## src/rtl/ppu_pkg.sv

```systemverilog
// ppu_pkg: shared definitions for the PPU VRAM fetch controller.
//   - fetch_state_t : fetch/CPU access FSM encoding
//   - NT_BASE, AT_OFFSET, PALETTE_BASE : PPU memory map constants
//   - V_* : bit positions of the loopy v register fields
//   - at_shift() : shift that selects the 2-bit quadrant from an attribute byte
package ppu_pkg;

  typedef enum logic [2:0] {
    ST_IDLE = 3'd0,
    ST_NT   = 3'd1,
    ST_AT   = 3'd2,
    ST_PTL  = 3'd3,
    ST_PTH  = 3'd4,
    ST_CPU  = 3'd5
  } fetch_state_t;

  localparam logic [14:0] NT_BASE      = 15'h2000;
  localparam logic [14:0] AT_OFFSET    = 15'h03C0;
  localparam logic [13:0] PALETTE_BASE = 14'h3F00;

  // loopy v = {fine_y[2:0], nt[1:0], coarse_y[4:0], coarse_x[4:0]}
  localparam int V_COARSE_X_LSB = 0;
  localparam int V_COARSE_Y_LSB = 5;
  localparam int V_NT_LSB       = 10;
  localparam int V_FINE_Y_LSB   = 12;

  // Each attribute byte covers a 4x4 tile area split into 2x2 quadrants.
  // coarse_y[1] picks the top/bottom quadrant pair (4 bits apart) and
  // coarse_x[1] picks the left/right quadrant (2 bits apart).
  function automatic logic [2:0] at_shift(input logic [14:0] v);
    return {v[V_COARSE_Y_LSB + 1], v[V_COARSE_X_LSB + 1], 1'b0};
  endfunction

endpackage

```

## src/rtl/ppu_vram_addr_gen.sv

```systemverilog
// ppu_vram_addr_gen: combinational address generation for one background tile.
// Ports:
//   v         in  15  loopy v register (latched for the running fetch)
//   nt_byte   in   8  tile index fetched from the nametable
//   bg_pt_sel in   1  background pattern table select
//   at_byte   in   8  raw attribute byte (memory read data)
//   nt_addr   out 15  nametable byte address
//   at_addr   out 15  attribute byte address
//   ptl_addr  out 15  pattern low plane address
//   pth_addr  out 15  pattern high plane address
//   at_bits   out  2  palette attribute selected from at_byte
module ppu_vram_addr_gen
  import ppu_pkg::*;
(
  input  logic [14:0] v,
  input  logic [7:0]  nt_byte,
  input  logic        bg_pt_sel,
  input  logic [7:0]  at_byte,
  output logic [14:0] nt_addr,
  output logic [14:0] at_addr,
  output logic [14:0] ptl_addr,
  output logic [14:0] pth_addr,
  output logic [1:0]  at_bits
);

  logic [1:0] nt_sel;
  logic [2:0] fine_y;
  logic [7:0] at_shifted;

  assign nt_sel = v[V_NT_LSB +: 2];
  assign fine_y = v[V_FINE_Y_LSB +: 3];

  assign nt_addr = NT_BASE | {3'b000, v[11:0]};

  // Attribute table: one byte per 4x4 tile block, 8 blocks per row.
  // Row = coarse_y[4:2], column = coarse_x[4:2].
  assign at_addr = NT_BASE | AT_OFFSET
                 | {3'b000, nt_sel, 10'b00_0000_0000}
                 | {9'b0_0000_0000, v[V_COARSE_Y_LSB + 2 +: 3], 3'b000}
                 | {12'b0000_0000_0000, v[V_COARSE_X_LSB + 2 +: 3]};

  // 16 bytes per tile; the high plane sits 8 bytes above the low plane.
  assign ptl_addr = {2'b00, bg_pt_sel, nt_byte, 1'b0, fine_y};
  assign pth_addr = {2'b00, bg_pt_sel, nt_byte, 1'b1, fine_y};

  assign at_shifted = at_byte >> at_shift(v);
  assign at_bits    = at_shifted[1:0];

endmodule

```

## src/rtl/ppu_vram_fetch_ctrl.sv

```systemverilog
// ppu_vram_fetch_ctrl: PPU-side initiator on the PPU memory slave port.
// Runs the background tile fetch (NT, AT, PTL, PTH) and interleaves single
// CPU ($2007) VRAM accesses. Every access occupies ACC_CYCLES clocks with a
// stable address; read data is captured on the last clock of the access.
// Build option: PPU_RDBUF_EN enables the PPUDATA read buffer (reads below
// the palette return the previously fetched byte).
// Ports:
//   clk, rst                   clock, synchronous active-high reset
//   fetch_start, v_addr,       tile fetch request and its parameters
//   bg_pt_sel
//   cpu_acc_req, cpu_acc_we,   CPU access request and its parameters
//   cpu_acc_addr, cpu_acc_wdata
//   cpu_acc_rdata, cpu_acc_done  CPU access result / completion pulse
//   busy                       FSM active or a request pending
//   ppu_rd_req, ppu_wr_req,    memory port strobes, address, write data,
//   ppu_addr, ppu_din, ppu_dout read data
//   nt_byte, at_bits, pt_lo,   fetched tile data, updated with tile_valid
//   pt_hi, tile_valid
module ppu_vram_fetch_ctrl
  import ppu_pkg::*;
#(
  parameter int unsigned ACC_CYCLES = 3
) (
  input  logic        clk,
  input  logic        rst,
  input  logic        fetch_start,
  input  logic [14:0] v_addr,
  input  logic        bg_pt_sel,
  input  logic        cpu_acc_req,
  input  logic        cpu_acc_we,
  input  logic [13:0] cpu_acc_addr,
  input  logic [7:0]  cpu_acc_wdata,
  output logic [7:0]  cpu_acc_rdata,
  output logic        cpu_acc_done,
  output logic        busy,
  output logic        ppu_rd_req,
  output logic        ppu_wr_req,
  output logic [14:0] ppu_addr,
  output logic [7:0]  ppu_din,
  input  logic [7:0]  ppu_dout,
  output logic [7:0]  nt_byte,
  output logic [1:0]  at_bits,
  output logic [7:0]  pt_lo,
  output logic [7:0]  pt_hi,
  output logic        tile_valid
);

  localparam int unsigned SUB_W = (ACC_CYCLES > 1) ? $clog2(ACC_CYCLES) : 1;
  localparam logic [SUB_W-1:0] SUB_LAST = SUB_W'(ACC_CYCLES - 1);

  fetch_state_t state;
  logic [SUB_W-1:0] sub;
  logic sub_last;

  // Active fetch parameters and partially assembled tile
  logic [14:0] v_cur;
  logic        bg_cur;
  logic [7:0]  nt_cur;
  logic [1:0]  at_cur;
  logic [7:0]  lo_cur;

  // Pending requests (latched in any state)
  logic        fetch_pend;
  logic [14:0] v_pend;
  logic        bg_pend;
  logic        cpu_pend;
  logic        we_pend;
  logic [13:0] addr_pend;
  logic [7:0]  wdata_pend;

  // Active CPU access
  logic        cpu_we;
  logic [13:0] cpu_addr;

`ifdef PPU_RDBUF_EN
  logic [7:0]  rd_buf;
`endif

  // Request selection: a request arriving on this edge overrides a stale pending one
  logic [14:0] v_sel;
  logic        bg_sel;
  logic        we_sel;
  logic [13:0] addr_sel;
  logic [7:0]  wdata_sel;
  logic [14:0] gen_v;

  logic [14:0] nt_addr;
  logic [14:0] at_addr;
  logic [14:0] ptl_addr;
  logic [14:0] pth_addr;
  logic [1:0]  at_sel;

  assign sub_last = (sub == SUB_LAST);
  assign busy     = (state != ST_IDLE) | fetch_pend | cpu_pend;

  // Select between same-cycle requests and pending parameters
  always_comb begin
    v_sel     = fetch_start ? v_addr        : v_pend;
    bg_sel    = fetch_start ? bg_pt_sel     : bg_pend;
    we_sel    = cpu_acc_req ? cpu_acc_we    : we_pend;
    addr_sel  = cpu_acc_req ? cpu_acc_addr  : addr_pend;
    wdata_sel = cpu_acc_req ? cpu_acc_wdata : wdata_pend;
    // The NT address is issued from IDLE, before v is latched
    if (state == ST_IDLE) begin
      gen_v = v_sel;
    end else begin
      gen_v = v_cur;
    end
  end

  ppu_vram_addr_gen u_addr_gen (
    .v         (gen_v),
    .nt_byte   (nt_cur),
    .bg_pt_sel (bg_cur),
    .at_byte   (ppu_dout),
    .nt_addr   (nt_addr),
    .at_addr   (at_addr),
    .ptl_addr  (ptl_addr),
    .pth_addr  (pth_addr),
    .at_bits   (at_sel)
  );

  // Fetch/CPU access FSM with registered memory-port and result outputs
  always_ff @(posedge clk) begin
    if (rst) begin
      state         <= ST_IDLE;
      sub           <= '0;
      v_cur         <= 15'h0000;
      bg_cur        <= 1'b0;
      nt_cur        <= 8'h00;
      at_cur        <= 2'b00;
      lo_cur        <= 8'h00;
      fetch_pend    <= 1'b0;
      v_pend        <= 15'h0000;
      bg_pend       <= 1'b0;
      cpu_pend      <= 1'b0;
      we_pend       <= 1'b0;
      addr_pend     <= 14'h0000;
      wdata_pend    <= 8'h00;
      cpu_we        <= 1'b0;
      cpu_addr      <= 14'h0000;
      cpu_acc_rdata <= 8'h00;
      cpu_acc_done  <= 1'b0;
      ppu_rd_req    <= 1'b0;
      ppu_wr_req    <= 1'b0;
      ppu_addr      <= 15'h0000;
      ppu_din       <= 8'h00;
      nt_byte       <= 8'h00;
      at_bits       <= 2'b00;
      pt_lo         <= 8'h00;
      pt_hi         <= 8'h00;
      tile_valid    <= 1'b0;
`ifdef PPU_RDBUF_EN
      rd_buf        <= 8'h00;
`endif
    end else begin
      tile_valid   <= 1'b0;
      cpu_acc_done <= 1'b0;

      // Capture new requests; consuming them below clears the flag
      if (fetch_start) begin
        fetch_pend <= 1'b1;
        v_pend     <= v_addr;
        bg_pend    <= bg_pt_sel;
      end
      if (cpu_acc_req) begin
        cpu_pend   <= 1'b1;
        we_pend    <= cpu_acc_we;
        addr_pend  <= cpu_acc_addr;
        wdata_pend <= cpu_acc_wdata;
      end

      if (state == ST_IDLE) begin
        sub <= '0;
      end else if (sub_last) begin
        sub <= '0;
      end else begin
        sub <= sub + SUB_W'(1);
      end

      case (state)
        ST_IDLE: begin
          if (fetch_start || fetch_pend) begin
            state      <= ST_NT;
            fetch_pend <= 1'b0;
            v_cur      <= v_sel;
            bg_cur     <= bg_sel;
            ppu_addr   <= nt_addr;
            ppu_rd_req <= 1'b1;
            ppu_wr_req <= 1'b0;
          end else if (cpu_acc_req || cpu_pend) begin
            state      <= ST_CPU;
            cpu_pend   <= 1'b0;
            cpu_we     <= we_sel;
            cpu_addr   <= addr_sel;
            ppu_addr   <= {1'b0, addr_sel};
            ppu_din    <= wdata_sel;
            ppu_rd_req <= ~we_sel;
            ppu_wr_req <= we_sel;
          end else begin
            ppu_rd_req <= 1'b0;
            ppu_wr_req <= 1'b0;
          end
        end
        ST_NT: begin
          if (sub_last) begin
            nt_cur   <= ppu_dout;
            state    <= ST_AT;
            ppu_addr <= at_addr;
          end
        end
        ST_AT: begin
          if (sub_last) begin
            at_cur   <= at_sel;
            state    <= ST_PTL;
            ppu_addr <= ptl_addr;
          end
        end
        ST_PTL: begin
          if (sub_last) begin
            lo_cur   <= ppu_dout;
            state    <= ST_PTH;
            ppu_addr <= pth_addr;
          end
        end
        ST_PTH: begin
          if (sub_last) begin
            nt_byte    <= nt_cur;
            at_bits    <= at_cur;
            pt_lo      <= lo_cur;
            pt_hi      <= ppu_dout;
            tile_valid <= 1'b1;
            // A CPU access waiting behind this fetch goes ahead of any new fetch
            if (cpu_acc_req || cpu_pend) begin
              state      <= ST_CPU;
              cpu_pend   <= 1'b0;
              cpu_we     <= we_sel;
              cpu_addr   <= addr_sel;
              ppu_addr   <= {1'b0, addr_sel};
              ppu_din    <= wdata_sel;
              ppu_rd_req <= ~we_sel;
              ppu_wr_req <= we_sel;
            end else begin
              state      <= ST_IDLE;
              ppu_rd_req <= 1'b0;
            end
          end
        end
        ST_CPU: begin
          // Write strobe lasts one clock; the rest of the slot is padding
          ppu_wr_req <= 1'b0;
          if (sub_last) begin
            state        <= ST_IDLE;
            ppu_rd_req   <= 1'b0;
            cpu_acc_done <= 1'b1;
            if (!cpu_we) begin
`ifdef PPU_RDBUF_EN
              if (cpu_addr < PALETTE_BASE) begin
                cpu_acc_rdata <= rd_buf;
              end else begin
                cpu_acc_rdata <= ppu_dout;
              end
              rd_buf <= ppu_dout;
`else
              cpu_acc_rdata <= ppu_dout;
`endif
            end
          end
        end
        default: begin
          state      <= ST_IDLE;
          ppu_rd_req <= 1'b0;
          ppu_wr_req <= 1'b0;
        end
      endcase
    end
  end

endmodule

```

## config.mk

```make
export PLATFORM = sky130hd
export DESIGN_NAME = ppu_vram_fetch_ctrl
export DESIGN_NICKNAME = d
export VERILOG_FILES = /design/src/rtl/ppu_pkg.sv /design/src/rtl/ppu_vram_addr_gen.sv /design/src/rtl/ppu_vram_fetch_ctrl.sv
export SDC_FILE = /design/constraint.sdc
export NUM_CORES = 1
export LEC_CHECK = 0
export BUFFER_PORTS_ARGS = -buffer_cell sky130_fd_sc_hd__buf_2
export CAP_MARGIN = 0
export CORE_ASPECT_RATIO = 1.2
export CORE_MARGIN = 5
export CORE_UTILIZATION = 50
export DETAILED_ROUTE_END_ITERATION = 8
export GPL_TIMING_DRIVEN = 0
export PLACE_DENSITY = 0.73
export SYNTH_ARGS = -nofsm -noshare
export SYNTH_HDL_FRONTEND = slang
export SYNTH_SLANG_ARGS = --single-unit
```

## constraint.sdc

```tcl
create_clock -name clk -period 5.2 [get_ports clk]
set_input_delay 0.52 -clock clk [delete_from_list [all_inputs] [get_ports clk]]
set_output_delay 0.52 -clock clk [all_outputs]
set_load 0.1 [all_outputs]
```

==> out/metrics.csv, run 1 <==
metric;value;unit
hold_slack;0.361;ns
worst_clock_skew;0.00752;ns
detail-route-antenna-nets;0;
synth_top_cells_by_area;dfxtp_1 48%, mux2i_1 9.7%, nand2_1 7.5%;
synth_compound_area_share;16.0;%
quantity_of_i_o_buffers_inserted_on_ports;111;
setup.worst_path.start_class;register;
timing.final.crit_share;47.6;%
dieArea;14100;sq um
area_delta_synth_final;22.9;%
slew-limit-headroom;47.7;%
placementRows;43;
finalWeightedCongestion;0.942;
critPathArrivalTime;1.96;ns
dieWidth;109;microns
share_comb_of_total_power;22.6;%
grt_pass1_wl;28.3;mm
p_sw;1.05;mW
synth.avg_cell_area;8.62;sq um
max-clock-path-buffers;2;
detail_route.drc_violations;0;
hold_buffers;0;
clock.fmax;404;MHz
synth.net_count;736;
power;3.14;mW
cell_type_with_the_highest_aggregate_area_in_the_netlist;dfxtp_1;
synth_enable_flop_cells;0;
ctsHtreeMaxLevel;4;
routedWlPerCell;18.5;microns
power.clock.fraction;39.2;%
fin_area;7240;sq um
cts_buffers;17;
post-cts-setup-buffers;0;
finalSetupTns;0;ns
synthAdderAreaFrac;0.573;%
n_antenna_cell;0;
post-dp-hpwl;13.8;mm
layout_commonest_cell;dfxtp_1;
die-height;129;microns
internal_portion_of_total_power;2.10;mW
most-common-layout-cells;141 x dfxtp_1, 130 x buf_2, 117 x nand2_1;
tritoncts_clock_tree;done;
total_number_of_vias;5459;
number_of_hold_slack_violations_in_the_final_timing_report;0;
drt_pass1_iterations;5;
synthesis.area;5890;sq um
via_per_inst;5.55;
cap_viol_max_count;0;
run_status;finished clean;
grt_max_degree;17;
placement.cell_area;6650;sq um
largest_family_of_logic_cells_by_synthesized_area;simple AND/OR/NAND/NOR gates;
start_util;50.9;%
drive_gt1_share;23.0;%
synthArstFlopShare;0;%
share_of_the_synthesized_area_in_the_top_cell_type;47.9;%
yosys_reg_bits;141;
first_global_vias;5277;
critPathRequiredTime;4.68;ns
critical_path_class;reg -> out;
cts_root_buf;clkbuf_16;
cp_max_fo;8;
overflow;0;
max_slew.worst_pin.slew;0.785;ns
design.final.nets;866;
drt_first_iter_violations;352;
synth_simple_gate_area_share;19.7;%
synth_flop_cell;dfxtp_1;
synth.area.mux_share;11.6;%
number_of_warnings_issued_by_yosys;0;
report.final.slew_viol_count;0;
timing.final.setup_violations;0;
synth_cell_type_count;51;
power_frac_seq;38.2;%
hold_class;in -> reg;
drt_wl_total;18.2;mm
period_minus_slack;2.48;ns
power.density_cell_area;434;nW/um^2
grt_setup_unrepaired;no;
p_sw_share;33.4;%
cts.sinks;141;
i_o_pin_count;113;
clkSlewWorstSetupHoldPaths;0.06;ns
fp.coreArea;11600;sq um
number_of_antenna_violations_at_the_first_check_in_global_routing;0;
synth_instances;684;
clkLatencyLatePin;0.42;ns
track_usage;26.3;%
leakage;3.04;nW
maximum_vdd_ir_drop;279;uV
synth-seq-area-share;47.9;%
post_synth_xor_area_fraction;0.149;%
worstSetupEndpointType;output port;
post_cts_sizing;0;
## path summary, 6_finish.rpt
path                    startpoint                 endpoint  slack (ns)  cells past startpoint
min                cpu_acc_addr[3]  addr_pend[3]$_SDFF_PP0_        0.36                      3
max          state[2]$_SDFFE_PP0P_                     busy        2.72                      4
max reg2reg      sub[0]$_SDFF_PP0_  nt_byte[6]$_SDFFE_PP0P_        2.88                      8
min reg2reg      sub[0]$_SDFF_PP0_        sub[0]$_SDFF_PP0_        0.43                      1
## sequential cells by signal, indices dropped and copies added (netlist names), 2 cells and up
name,flops
nt_byte,8
pt_hi,8
v_pend,15
wdata_pend,8
addr_pend,14
at_cur,2
pt_lo,8
ppu_din,8
nt_cur,8
lo_cur,8
ppu_addr,15
cpu_acc_rdata,8
v_cur,14
at_bits,2
state,3
sub,2
## kinds of logic after synthesis
| logic type | count (synthesis) |
|---|---|
| AOI/OAI and AO/OA | 152 |
| xor gates and xnor gates | 1 |
| adders and majority gates | 3 |
| buffers and inverters | 53 |
| DFF | 141 |
| muxes | 67 |
| and+or+nand+nor | 267 |
## worst max-delay path, stage by stage, from the launching register on
cell,delay (ns)
dfxtp_1,0.35
or3_1,0.37
buf_2,0.19
or3_1,0.33
buf_2,0.30
## layer usage
layer  up-vias  routed length [microns]  track usage [%]
li1       2631                        -                -
met1      2608                     7800             33.8
met2       190                     9130             45.2
met3        30                     1040             5.12
met4         0                      254             6.69
met5         -                        0                0
## synthesized netlist by cell type, types with 2 or more instances
library cell / instances
dfxtp_1: 141
nand2_1: 117
nor2_1: 103
a21oi_1: 61
mux2i_1: 57
a211oi_1: 27
o21ai_0: 22
clkbuf_1: 21
buf_2: 19
mux2_2: 10
nand2b_1: 9
nor3_1: 8
o22ai_1: 8
a22oi_1: 7
or3_1: 7
a31oi_1: 6
a211o_1: 5
inv_1: 5
nor3_2: 5
a221oi_1: 4
buf_1: 3
buf_4: 3
a32o_1: 2
nand3_1: 2
nor2_4: 2
nor2b_1: 2
nor3_4: 2
nor4_1: 2
or2_2: 2
## power by group through the flow
stage               combinational [mW]  sequential [mW]  clock, mW
floorplan                        0.318             1.43          0
global placement                 0.698             1.22          0
detailed placement               0.703             1.22          0
CTS                              0.705             1.20       1.24
global route                     0.752             1.21       1.28
finish                           0.709             1.20       1.23
## area by class of cell
type                    count  area [sq um]
fillers                  1051          4330
multi-input cells         490          2830
flip-flops and latches    141          2820
repair buffers            111           556
clock buffers              19           433
plain buffers              47           219
well taps                 157           196
clock inverters            12           163
inverters                   6          22.5
## through the flow
| stage | worst slack [ns] | cells | utilization, % |
|---|---|---|---|
| 2_1_floorplan | 3.12 | 684 | - |
| 3_3_place_gp | 2.76 | 952 | 57.4 |
| 3_5_place_dp | 2.81 | 952 | 57.4 |
| 4_1_cts | 2.72 | 983 | 62.6 |
| 5_1_grt | 2.65 | 983 | 62.6 |
| 6_report | 2.72 | 983 | 62.6 |
Power figures use the tool's default switching activity.
==> inputs of run 2 (changes only) <==
--- a/config.mk
+++ b/config.mk
@@ -12,7 +12,7 @@
 export CORE_UTILIZATION = 50
 export DETAILED_ROUTE_END_ITERATION = 8
 export GPL_TIMING_DRIVEN = 0
-export PLACE_DENSITY = 0.73
+export PLACE_DENSITY = 0.76
 export SYNTH_ARGS = -nofsm -noshare
 export SYNTH_HDL_FRONTEND = slang
 export SYNTH_SLANG_ARGS = --single-unit
==> constraint.sdc (replaced) <==
create_clock -name clk -period 2.2 [get_ports clk]
set_input_delay 0.22 -clock clk [delete_from_list [all_inputs] [get_ports clk]]
set_output_delay 0.22 -clock clk [all_outputs]
set_load 0.1 [all_outputs]
==> run 2 against run 1 <==
Clock skew decreased by 0.00076 ns. Utilization about the same. Final cell count unchanged. Die area unchanged. Critical path depth unchanged. Via count increased by 1.7%. Sequential share of layout area about the same. Clock power increased by 130%. Routed wire length decreased by 1.2%. Highest routed layer unchanged.
==> out/metrics.csv, run 2 (synthesis gave the netlist of run 1 again) <==
metric;value;unit;change
power;7.36;mW;+130%
report.final.slew_viol_count;0;;unchanged
cts.sinks;141;;unchanged
critical_path_buf_inv_count;2;;unchanged
fp.coreArea;11600;sq um;unchanged
post-place-cells;952;;unchanged
drt_pass1_iterations;5;;unchanged
setup.reg_to_reg.worst_slack;0.16;ns;-2.72 ns
cts_root_buf;clkbuf_16;;
number_of_hold_slack_violations_in_the_final_timing_report;0;;unchanged
hold_path_startpoint;cpu_acc_wdata[4];;
share_comb_of_total_power;22.7;%;about the same
ctsHtreeMaxLevel;4;;unchanged
slew-limit-headroom;42.4;%;-5.3 points
timing.final.setup_violations;0;;unchanged
most-common-layout-cells;141 x dfxtp_1, 129 x buf_2, 117 x nand2_1;;
cap_viol_max_count;0;;unchanged
clock.fmax;476;MHz;
hold_slack;0.0665;ns;-0.294 ns
critical-path-slowest-cell;or3_1;;
routedWlPerCell;18.3;microns;-1.2%
drt_first_iter_violations;470;;+34%
i_o_pin_count;113;;unchanged
detail-route-antenna-nets;0;;unchanged
p_sw;2.50;mW;+140%
final_cells;983;;unchanged
overflow;0;;unchanged
design.final.nets;865;;-0.12%
drt_wl_total;18.0;mm;-1.2%
grt_setup_unrepaired;no;;
fill_cells;1019;;-3.0%
n_antenna_cell;0;;unchanged
critPathRequiredTime;1.98;ns;-2.70 ns
crit_start;state[2]$_SDFFE_PP0P_;;
run_status;finished clean;;
layout_commonest_cell;dfxtp_1;;
critPathArrivalTime;1.88;ns;-0.08 ns
area_delta_synth_final;22.9;%;about the same
leakage;3.04;nW;about the same
dieWidth;109;microns;unchanged
drive_gt1_share;23.5;%;+0.48 points
die-height;129;microns;unchanged
total_number_of_vias;5551;;+1.7%
quantity_of_i_o_buffers_inserted_on_ports;111;;unchanged
cts_buffers;17;;unchanged
finalWeightedCongestion;0.948;;+0.60%
hold_class;in -> reg;;
timing.critical_path.max_delay_family;simple AND/OR/NAND/NOR gates;;
worstSetupEndpointType;output port;;
cp_max_fo;8;;unchanged
hold_buffers;0;;unchanged
regToRegStartpoint;sub[0]$_SDFF_PP0_;;
period_minus_slack;2.10;ns;
top_regs;ppu_addr: 15 flops, v_pend: 15 flops;;
internal_portion_of_total_power;4.86;mW;+130%
worst_clock_skew;0.00676;ns;-0.000759 ns
post-dp-hpwl;13.4;mm;-2.9%
power_frac_seq;38.6;%;+0.4 points
clkSlewWorstSetupHoldPaths;0.06;ns;about the same
max-clock-path-buffers;2;;unchanged
number_of_antenna_violations_at_the_first_check_in_global_routing;0;;unchanged
setup.worst_path.start_class;register;;
first_global_vias;5438;;+3.1%
via_per_inst;5.65;;+1.7%
dieArea;14100;sq um;unchanged
critical_path_class;reg -> out;;
track_usage;26.0;%;-0.29 points
max_slew.worst_pin.slew;0.864;ns;+0.0789 ns
worstPathCellList;or3_1, buf_2, or3_1, buf_6;;
placementRows;43;;unchanged
grt_pass1_wl;28.3;mm;about the same
power.density_cell_area;1020;nW/um^2;+130%
critical_path.most_common_cell;or3_1;;
fin_area;7240;sq um;about the same
timing.final.crit_share;95.6;%;
grt_max_degree;17;;unchanged
maximum_vdd_ir_drop;717;uV;+160%
tritoncts_clock_tree;done;;
clkLatencyLatePin;0.42;ns;about the same
power.clock.fraction;38.7;%;-0.5 points
placement.cell_area;6650;sq um;unchanged
maximum_single_stage_delay_on_the_critical_path;0.36;ns;about the same
p_sw_share;34.0;%;+0.66 points
finalSetupTns;0;ns;unchanged
detail_route.drc_violations;0;;unchanged
start_util;50.9;%;unchanged
-- run 2: cell types whose count changed in the layout (fill, tap and decap cells not counted), sizes merged --
cell,delta
inv,+2
bufinv,-1
clkbuf,-2
clkinv,+1
-- run 2: worst reg2reg max path, delay by kind of cell (launching register included) --
| family | cells | cell delay, ns |
|---|---|---|
| buf+inv | 2 | 0.27 |
| simple gates | 2 | 0.46 |
| flops | 1 | 0.31 |
| compound gates | 2 | 0.48 |
| fa+ha+maj | 1 | 0.37 |
-- run 2: final cells by class --
type,instances,area [sq um],share of cell area [%]
sequential,141,2820,39.0
multi-input combinational,490,2840,39.2
tap,157,196,2.71
clock inverter,14,158,2.18
buffer,46,215,2.97
clock buffer,18,429,5.93
timing repair buffer,111,562,7.76
inverter,6,22.5,0.311
-- run 2: per-layer routing --
| layer | vias up | wire length, microns | track usage [%] |
|---|---|---|---|
| li1 | 2626 | - | - |
| met1 | 2618 | 7580 | 34.0 |
| met2 | 259 | 8690 | 42.7 |
| met3 | 48 | 1270 | 5.07 |
| met4 | 0 | 461 | 9.44 |
| met5 | - | 0 | 0 |
-- run 2: repair_timing --
item | in CTS | in global routing
endpoints found under the hold margin | 0 | 0
endpoints found under the setup margin | 0 | 38
buffers inserted | 0 | 0
resized for setup | 0 | 5
-- run 2: power groups by stage --
stage | registers, mW | logic [mW] | clock network [mW]
CTS | 2.84 | 1.65 | 2.88
finish | 2.84 | 1.67 | 2.85
detailed placement | 2.89 | 1.64 | 0
floorplan | 3.38 | 0.751 | 0
global placement | 2.89 | 1.62 | 0
global route | 2.86 | 1.78 | 2.99
-- run 2: stage by stage --
step	util, %	setup WS, ns
final	62.6	0.0975
after floorplan	-	0.278
after detailed placement	57.4	0.0563
after global routing	62.6	0.0157
after global placement	57.4	0.0283
after CTS	62.5	0.00496
-- run 2: final timing paths --
check | end | depth (start not counted)
max | busy | 4
min | wdata_pend[4]$_SDFF_PP0_ | 3
max reg2reg | ppu_din[6]$_SDFFE_PP0P_ | 7
min reg2reg | sub[0]$_SDFF_PP0_ | 1
==> inputs of run 3 (changes only) <==
==> constraint.sdc (replaced) <==
create_clock -name clk -period 2.2 [get_ports clk]
set_input_delay 0.11 -clock clk [delete_from_list [all_inputs] [get_ports clk]]
set_output_delay 0.11 -clock clk [all_outputs]
set_load 0.1 [all_outputs]
==> run 3 against run 2 <==
Power grew 0.69%. Register-to-register slack is essentially flat. Via count grew 2.3%. Global-route usage grew 0.56 points. Sequential power is essentially flat. Clock skew is essentially flat. Combinational power grew 3%. Critical endpoint unchanged. Highest routed layer unchanged.
==> out/metrics.csv, run 3 (synthesis gave the netlist of run 1 again) <==
metric;value;unit;change
quantity_of_i_o_buffers_inserted_on_ports;111;;unchanged
number_of_hold_slack_violations_in_the_final_timing_report;0;;unchanged
overflow;0;;unchanged
grt_pass1_wl;29.0;mm;+2.6%
i_o_pin_count;113;;unchanged
grt_setup_unrepaired;no;;
design.final.nets;900;;+4.0%
clkLatencyLatePin;0.42;ns;about the same
timing.final.crit_share;94.2;%;-1.4 points
drive_gt1_share;22.5;%;-0.95 points
drt_wl_total;18.5;mm;+2.8%
first_global_vias;5635;;+3.6%
via_per_inst;5.58;;-1.2%
clock.fmax;482;MHz;+1.4%
layout_commonest_cell;dfxtp_1;;
setup.worst_path.start_class;register;;
total_number_of_vias;5681;;+2.3%
dieArea;14100;sq um;unchanged
start_util;50.9;%;unchanged
placementRows;43;;unchanged
die-height;129;microns;unchanged
hold_class;in -> reg;;
power.density_cell_area;977;nW/um^2;-3.9%
post-cts-setup-buffers;0;;unchanged
clkSlewWorstSetupHoldPaths;0.06;ns;about the same
grt_max_degree;17;;unchanged
finalWeightedCongestion;0.948;;unchanged
setup.reg_to_reg.worst_slack;0.15;ns;about the same
fp.coreArea;11600;sq um;unchanged
cts_buffers;17;;unchanged
drt_pass1_iterations;8;;+3
leakage;3.18;nW;+4.7%
most-common-layout-cells;141 x dfxtp_1, 130 x buf_2, 117 x nand2_1;;
routedWlPerCell;18.2;microns;-0.69%
cts_root_buf;clkbuf_16;;
cts.sinks;141;;unchanged
critical_path_class;reg -> out;;
top_regs;ppu_addr: 15 flops, v_pend: 15 flops;;
area_delta_synth_final;28.7;%;
critPathArrivalTime;1.96;ns;+0.08 ns
slew-limit-headroom;43.2;%;+0.77 points
track_usage;26.6;%;+0.56 points
drt_first_iter_violations;523;;+11%
period_minus_slack;2.07;ns;-0.0298 ns
report.final.slew_viol_count;0;;unchanged
reg2reg_path_depth;7;;unchanged
tritoncts_clock_tree;done;;
max-clock-path-buffers;2;;unchanged
cap_viol_max_count;0;;unchanged
run_status;finished clean;;
finalSetupTns;0;ns;unchanged
timing.hold.worst_path_depth;3;;unchanged
power;7.41;mW;+0.69%
detail-route-antenna-nets;0;;unchanged
ctsHtreeMaxLevel;4;;unchanged
worst_clock_skew;0.00722;ns;+0.000464 ns
maximum_vdd_ir_drop;668;uV;-6.8%
timing.final.setup_violations;0;;unchanged
dieWidth;109;microns;unchanged
number_of_antenna_violations_at_the_first_check_in_global_routing;0;;unchanged
cp_max_fo;8;;unchanged
detail_route.drc_violations;0;;unchanged
post-dp-hpwl;13.4;mm;unchanged
max_slew.worst_pin.slew;0.852;ns;-0.0115 ns
critPathRequiredTime;2.09;ns;+0.11 ns
n_antenna_cell;0;;unchanged
worstSetupEndpointType;output port;;
[run 3: cell type report]
| class | instances | area, sq um |
|---|---|---|
| Buffer | 46 | 215 |
| Clock buffer | 18 | 429 |
| Clock inverter | 14 | 158 |
| Fill cell | 961 | 3980 |
| Inverter | 6 | 22.5 |
| Multi-Input combinational cell | 490 | 2840 |
| Sequential cell | 141 | 2820 |
| Tap cell | 157 | 196 |
| Timing Repair Buffer | 146 | 906 |
[run 3: timing repair]
action	in CTS	in global routing
endpoints found under the setup margin	0	37
hold buffers	35	0
resized for setup	0	2
hold endpoints to repair	42	0
[run 3: report_power, final]
part           internal (mW)  switching (mW)  leakage, nW
registers               2.72           0.121         1.15
logic                  0.481            1.24         1.75
clock network           1.69            1.16        0.284
[run 3: stage by stage]
| stage | hold slack, ns | worst slack, ns | util [%] | std cells | area, sq um |
|---|---|---|---|---|---|
| 2_1_floorplan | 0.246 | 0.278 | - | 684 | 5890 |
| 3_3_place_gp | 0.362 | 0.0692 | 57.4 | 952 | 6650 |
| 3_5_place_dp | 0.377 | 0.0746 | 57.4 | 952 | 6650 |
| 4_1_cts | 0.00750 | 0.0725 | 65.5 | 1019 | 7580 |
| 5_1_grt | 0.0386 | 0.0331 | 65.6 | 1018 | 7590 |
| 6_report | 0.0235 | 0.127 | 65.6 | 1018 | 7590 |
[run 3: routing by layer]
metal | vias to the layer above | global-route usage (%) | wire length [microns]
met3 | 40 | 5.07 | 1170
met2 | 241 | 44.4 | 8960
met4 | 0 | 9.29 | 446
met5 | - | 0 | 0
li1 | 2695 | - | -
met1 | 2705 | 34.3 | 7930
[run 3: critical path, stage by stage, from the launching register on]
cell     delay [ns]
dfxtp_1        0.35
or3_1          0.36
buf_2          0.19
or3_1          0.34
buf_2          0.30
[run 3: final timing paths]
kind,startpoint,to
worst min register to register,sub[0]$_SDFF_PP0_,sub[0]$_SDFF_PP0_
worst max register to register,sub[0]$_SDFF_PP0_,ppu_din[6]$_SDFFE_PP0P_
worst min-delay path,v_addr[6],v_pend[6]$_SDFF_PP0_
worst max-delay path,state[2]$_SDFFE_PP0P_,busy
